## src/rtl/butterfly_ntt_ctrl.sv

```systemverilog
// Sequencer for one dual-mode butterfly over an in-place Kyber NTT/INTT.
// Ports: start/inv/busy/done handshake; rd_*/tw_addr issue; wr_* delayed write-back.
module butterfly_ntt_ctrl #(
   parameter int LOGN   = 8,
   parameter int BF_LAT = 4
) (
   input  logic            clk,
   input  logic            rst,
   input  logic            start,
   input  logic            inv,
   output logic            busy,
   output logic            done,
   output logic            ct,
   output logic            rd_en,
   output logic [LOGN-1:0] rd_addr_a,
   output logic [LOGN-1:0] rd_addr_b,
   output logic [LOGN-2:0] tw_addr,
   output logic            wr_en,
   output logic [LOGN-1:0] wr_addr_a,
   output logic [LOGN-1:0] wr_addr_b
);

   localparam int KW = LOGN - 1;
   localparam logic [LOGN-1:0] ONE        = LOGN'(1);
   localparam logic [LOGN-1:0] TWO        = LOGN'(2);
   localparam logic [LOGN-1:0] HALF       = LOGN'(1 << (LOGN - 1));
   localparam logic [LOGN-1:0] LAST_BF    = HALF - ONE;
   localparam logic [LOGN-1:0] LAST_STAGE = LOGN'(LOGN - 2);
   localparam logic [KW-1:0]   K_ONE      = KW'(1);
   localparam logic [KW-1:0]   K_TOP      = '1;
   localparam logic [3:0]      DRAIN_LAST = 4'(BF_LAT - 1);

   typedef enum logic [1:0] {
      S_IDLE,
      S_ISSUE,
      S_DRAIN,
      S_DONE
   } state_e;

   state_e state_q, state_d;
   logic ct_q, ct_d;
   logic [LOGN-1:0] len_q, len_d;
   logic [LOGN-1:0] base_q, base_d;
   logic [LOGN-1:0] j_q, j_d;
   logic [LOGN-1:0] bf_q, bf_d;
   logic [LOGN-1:0] stage_q, stage_d;
   logic [KW-1:0] k_q, k_d;
   logic [3:0] dcnt_q, dcnt_d;
   logic [BF_LAT-1:0] wen_q, wen_d;
   logic [BF_LAT-1:0][LOGN-1:0] wa_q, wa_d;
   logic [BF_LAT-1:0][LOGN-1:0] wb_q, wb_d;

   logic grp_end;
   logic stage_end;
   logic last_stage;

   assign rd_en     = (state_q == S_ISSUE);
   assign busy      = (state_q == S_ISSUE) || (state_q == S_DRAIN);
   assign done      = (state_q == S_DONE);
   assign ct        = ct_q;
   assign rd_addr_a = j_q;
   assign rd_addr_b = j_q + len_q;
   assign tw_addr   = k_q;
   assign wr_en     = wen_q[BF_LAT-1];
   assign wr_addr_a = wa_q[BF_LAT-1];
   assign wr_addr_b = wb_q[BF_LAT-1];

   assign grp_end    = (j_q == base_q + len_q - ONE);
   assign stage_end  = (bf_q == LAST_BF);
   assign last_stage = (stage_q == LAST_STAGE);

   always_comb begin
      state_d = state_q;
      ct_d    = ct_q;
      len_d   = len_q;
      base_d  = base_q;
      j_d     = j_q;
      bf_d    = bf_q;
      stage_d = stage_q;
      k_d     = k_q;
      dcnt_d  = dcnt_q;
      unique case (state_q)
         S_IDLE: begin
            if (start) begin
               state_d = S_ISSUE;
               ct_d    = ~inv;
               len_d   = inv ? TWO : HALF;
               k_d     = inv ? K_TOP : K_ONE;
               base_d  = '0;
               j_d     = '0;
               bf_d    = '0;
               stage_d = '0;
            end
         end
         S_ISSUE: begin
            bf_d = bf_q + ONE;
            j_d  = j_q + ONE;
            if (grp_end) begin
               base_d = base_q + (len_q << 1);
               j_d    = base_q + (len_q << 1);
               // the final group has no successor; keep k inside 1..N/2-1
               if (!(stage_end && last_stage))
                  k_d = ct_q ? k_q + K_ONE : k_q - K_ONE;
            end
            if (stage_end) begin
               state_d = S_DRAIN;
               dcnt_d  = '0;
               bf_d    = '0;
               base_d  = '0;
               j_d     = '0;
               len_d   = ct_q ? (len_q >> 1) : (len_q << 1);
            end
         end
         S_DRAIN: begin
            dcnt_d = dcnt_q + 4'd1;
            if (dcnt_q == DRAIN_LAST) begin
               if (last_stage) begin
                  state_d = S_DONE;
               end else begin
                  state_d = S_ISSUE;
                  stage_d = stage_q + ONE;
               end
            end
         end
         S_DONE: begin
            state_d = S_IDLE;
         end
         default: begin
            state_d = S_IDLE;
         end
      endcase
   end

   // write-back delay line: wr_* is rd_* exactly BF_LAT cycles later
   always_comb begin
      wen_d    = wen_q;
      wa_d     = wa_q;
      wb_d     = wb_q;
      wen_d[0] = rd_en;
      wa_d[0]  = rd_addr_a;
      wb_d[0]  = rd_addr_b;
      for (int i = 1; i < BF_LAT; i++) begin
         wen_d[i] = wen_q[i-1];
         wa_d[i]  = wa_q[i-1];
         wb_d[i]  = wb_q[i-1];
      end
   end

   always_ff @(posedge clk) begin
      if (!rst) begin
         state_q <= S_IDLE;
         ct_q    <= 1'b1;
         len_q   <= '0;
         base_q  <= '0;
         j_q     <= '0;
         bf_q    <= '0;
         stage_q <= '0;
         k_q     <= '0;
         dcnt_q  <= '0;
         wen_q   <= '0;
         wa_q    <= '0;
         wb_q    <= '0;
      end else begin
         state_q <= state_d;
         ct_q    <= ct_d;
         len_q   <= len_d;
         base_q  <= base_d;
         j_q     <= j_d;
         bf_q    <= bf_d;
         stage_q <= stage_d;
         k_q     <= k_d;
         dcnt_q  <= dcnt_d;
         wen_q   <= wen_d;
         wa_q    <= wa_d;
         wb_q    <= wb_d;
      end
   end

endmodule

```

## config.mk

```make
export PLATFORM = sky130hd
export DESIGN_NAME = butterfly_ntt_ctrl
export DESIGN_NICKNAME = d
export VERILOG_FILES = /design/src/rtl/butterfly_ntt_ctrl.sv
export SDC_FILE = /design/constraint.sdc
export NUM_CORES = 1
export LEC_CHECK = 0
export CAP_MARGIN = 20
export CORE_MARGIN = 2
export CORE_UTILIZATION = 50
export CTS_CLUSTER_SIZE = 24
export DETAILED_ROUTE_END_ITERATION = 8
export MAX_ROUTING_LAYER = met4
export PLACE_DENSITY_LB_ADDON = 0.25
export SETUP_SLACK_MARGIN = 0.05
export SLEW_MARGIN = 0
export SYNTH_ARGS = -nofsm -noshare
export SYNTH_HDL_FRONTEND = slang
export SYNTH_SLANG_ARGS = --single-unit
```

## constraint.sdc

```tcl
create_clock -name clk -period 5.59 [get_ports clk]
set_input_delay 0.8385 -clock clk [delete_from_list [all_inputs] [get_ports clk]]
set_output_delay 0.8385 -clock clk [all_outputs]
set_load 0.03 [all_outputs]
```

==> results.yml <==
timing:
  drv_slew: 0
  max_freq_ghz: 0.244
  fin_ws_ns: 1.50
  hold_viol: 0
  fin_tns_setup_ns: 0
  rsz0062_at_grt: "false"
  fin_crit_sh: 0.732
  fin_crit_ns: 4.09
  whs_ns: 0.424
  tightest_slew_ns: 0.803
  skew_ns: 0.0103
  setup_viol: 0
  maxSlewHeadroom: 0.464
clocking:
  holdBufCountCts: 0
  clkSinkCount: 121
  post-cts-setup-buffers: 0
  cts_max_level: 4
  cts.clk_slew.worst_paths_ns: 0.06
  cts.path.max_buffers: 2
  insertion_delay_ns: 0.50
  ctsResizeCount: 0
  root_buffer: "clkbuf_8"
  tritoncts: "built"
  cts-buffers-inserted: 17
die:
  die_h_um: 110
  die_x_um: 110
  row_count: 38
  die_area_mm2: 0.0121
  core_mm2: 0.0109
  io_pins: 48
  start_util: 0.516
detailed_routing:
  vias: 4087
  drc: 0
  wl_mm: 11.1
  drt_iter0_drc: 228
  ant_nets: 0
  wl_per_cell_um: 14.2
  drt_pass1_iterations: 4
  viasPerCell: 5.20
setup_path:
  cp-end-kind: "output pin"
  worst_path_largest_cell_delay_ns: 0.74
  worstSetupPathType: "flip-flop to output pin"
  critPathSlowestCell: "clkdlybuf4s50_1"
  required_ns: 4.75
  cp_data_arrival_time_ns: 3.25
  start_kind: "flip-flop"
  r2r_cells: 13
  path_max_fanout: 6
  worstPathCellList: "ha_1 -> a21o_1 -> a21oi_1 -> nand2b_1 -> a21boi_0 -> o41a_1 -> xnor2_1 -> clkdlybuf4s50_1"
final_layout:
  drive_above_1_share: 0.0666
  seq_area_mm2: 0.00242
  postLayoutCellArea_mm2: 0.00661
  num_antenna_cells: 0
  fillCellCount: 922
  area_growth_pct: 17.6
  multi_input_area_mm2: 0.00284
  finalNonFillerCells: 786
  finalNetCount: 680
  fin_util: 0.607
worst_hold_path:
  hold_path.class: "flip-flop to flip-flop"
  holdPathStages: 1
power:
  power.total_mw: 2.70
  p_leak_nw: 2.86
  p_per_area_mw_per_mm2: 408
  vdd_ir_drop_max_uv: 254
placement:
  placed_area_mm2: 0.00608
  io_buffer_count: 47
  place.gp.congestion: 0.913
  placed_cells: 754
  dp.final_hpwl_mm: 7.98
  pre_cts_slack_ns: 1.97
yosys:
  synthDistinctLibCells: 57
  ys_async_sr_fraction: 0
  yosysTopAreaCell: "dfxtp_1"
  yosys-top-cells-area: "dfxtp_1, ha_1, and2_1"
  syn_area_per_cell_um2: 9.37
  ys_ff_latch: 121
  syn-instance-count: 600
  yosys.area.top_type_share: 0.431
  synth_fp_nets: 647
  ys.flop_type: "dfxtp_1"
  ys_warn_count: 0
  syn_area_mm2: 0.00562
  ys_seq_area_frac: 0.431
  synth_edf_count: 0
flow_run:
  drv_cap: 0
grt:
  overflow: 0
  grt_pass1_wl_mm: 18.8
  grt_pass1_vias: 3988
  antenna_found_initial: 0
  grt_max_degree: 43
  grt_use_total: 0.206
status:
  status: "completed"
power by group:
part / total (mW) / internal, mW / switching [mW]
clock network: 0.966 / 0.554 / 0.412
logic: 0.748 / 0.283 / 0.465
registers: 0.984 / 0.921 / 0.0625
cells in the mapped netlist (all sizes together) (3+ instances only):
cell,count
and3,4
o21ai,14
a32oi,3
nor2,48
a22o,9
and2,66
a21oi,30
xor2,18
o31ai,3
nor3,9
nand4,8
fa,4
mux2i,12
a21o,10
nor3b,3
dfxtp,121
nor2b,6
ha,39
xnor2,25
a211oi,3
nand2b,3
clkbuf,17
o22ai,3
nand2,35
a22oi,3
buf,19
a31oi,7
nand3,15
inv,39
layer usage:
| layer | wire, µm | vias up | GRT usage |
|---|---|---|---|
| met4 | 215 | 0 | 0.0958 |
| met2 | 5440 | 95 | 0.331 |
| li1 | - | 2072 | - |
| met1 | 4970 | 1901 | 0.247 |
| met3 | 518 | 19 | 0.0447 |
| met5 | 0 | - | - |
critical path, delay by kind of cell (launching register included):
kind                     cells  cell delay, ns
AND/OR/NAND/NOR              1            0.14
adder cells (fa/ha/maj)      1            0.28
buffers and inverters        1            0.74
flip-flops                   1            0.45
AO/OA/AOI/OAI                4            0.83
XOR/XNOR                     1            0.31
cell usage in the layout, fill, tap and decap left out, types with 3 or more instances in the layout:
cell type        netlist  layout
clkdlybuf4s50_1        0      46
nand3_1               15      15
o22ai_1                3       3
mux2i_1               12      12
ha_1                  39      39
o31ai_1                3       3
a31oi_1                7       7
xnor2_1               25      25
buf_4                 16       3
nor3_1                 8       8
a21oi_1               28      28
nor2_1                47      47
xor2_1                18      18
a21o_1                10      10
clkbuf_16              0      16
clkinv_4               0       5
nor2b_1                6       6
o21ai_1                3       3
inv_6                  0       3
a32oi_1                3       3
and3_1                 4       4
nand2b_1               3       3
clkinv_2               0       3
nor3b_1                3       3
dfxtp_1              121     121
nand4_1                8       8
inv_1                 39      39
and2_1                66      66
nand2_1               35      35
a22o_1                 9       9
o21ai_0               11      11
fa_1                   4       4
cell type report:
| cell class | instances | area share |
|---|---|---|
| multi-input cells | 402 | 0.430 |
| inverters | 41 | 0.0233 |
| clock buffers | 18 | 0.0632 |
| flip-flops and latches | 121 | 0.366 |
| repair buffers | 50 | 0.0738 |
| well taps | 140 | 0.0265 |
| clock inverters | 14 | 0.0174 |
sequential cells by signal (all words and copies together) (netlist names):
| register | cells |
|---|---|
| base_q | 7 |
| stage_q | 8 |
| wen_q | 4 |
| len_q | 8 |
| bf_q | 8 |
| wr_addr_a | 8 |
| rd_addr_a | 8 |
| ct | 1 |
| wb_d | 24 |
| dcnt_q | 4 |
| tw_addr | 7 |
| wa_d | 24 |
| state_q | 2 |
| wr_addr_b | 8 |
path summary, 6_finish.rpt:
path,from,endpoint,slack (ns)
hold / removal,wa_d[22]$_SDFF_PN0_,wa_d[30]$_SDFF_PN0_,0.42
setup reg to reg,len_q[1]$_SDFFE_PN0P_,rd_addr_a[5]$_SDFFE_PN0P_,1.89
hold reg to reg,wa_d[22]$_SDFF_PN0_,wa_d[30]$_SDFF_PN0_,0.42
setup / recovery,len_q[1]$_SDFFE_PN0P_,rd_addr_b[7],1.50
cell families (layout without fill, tap and decap cells):
group,after synthesis,in the layout,share of synthesized area
AOI/OAI and AO/OA,99,99,0.121
buffers and inverters,77,123,0.0639
and+or+nand+nor,205,205,0.195
xor gates and xnor gates,43,43,0.0670
DFF,121,121,0.431
adders and majority gates,43,43,0.101
muxes,12,12,0.0214
Power figures use the tool's default switching activity.
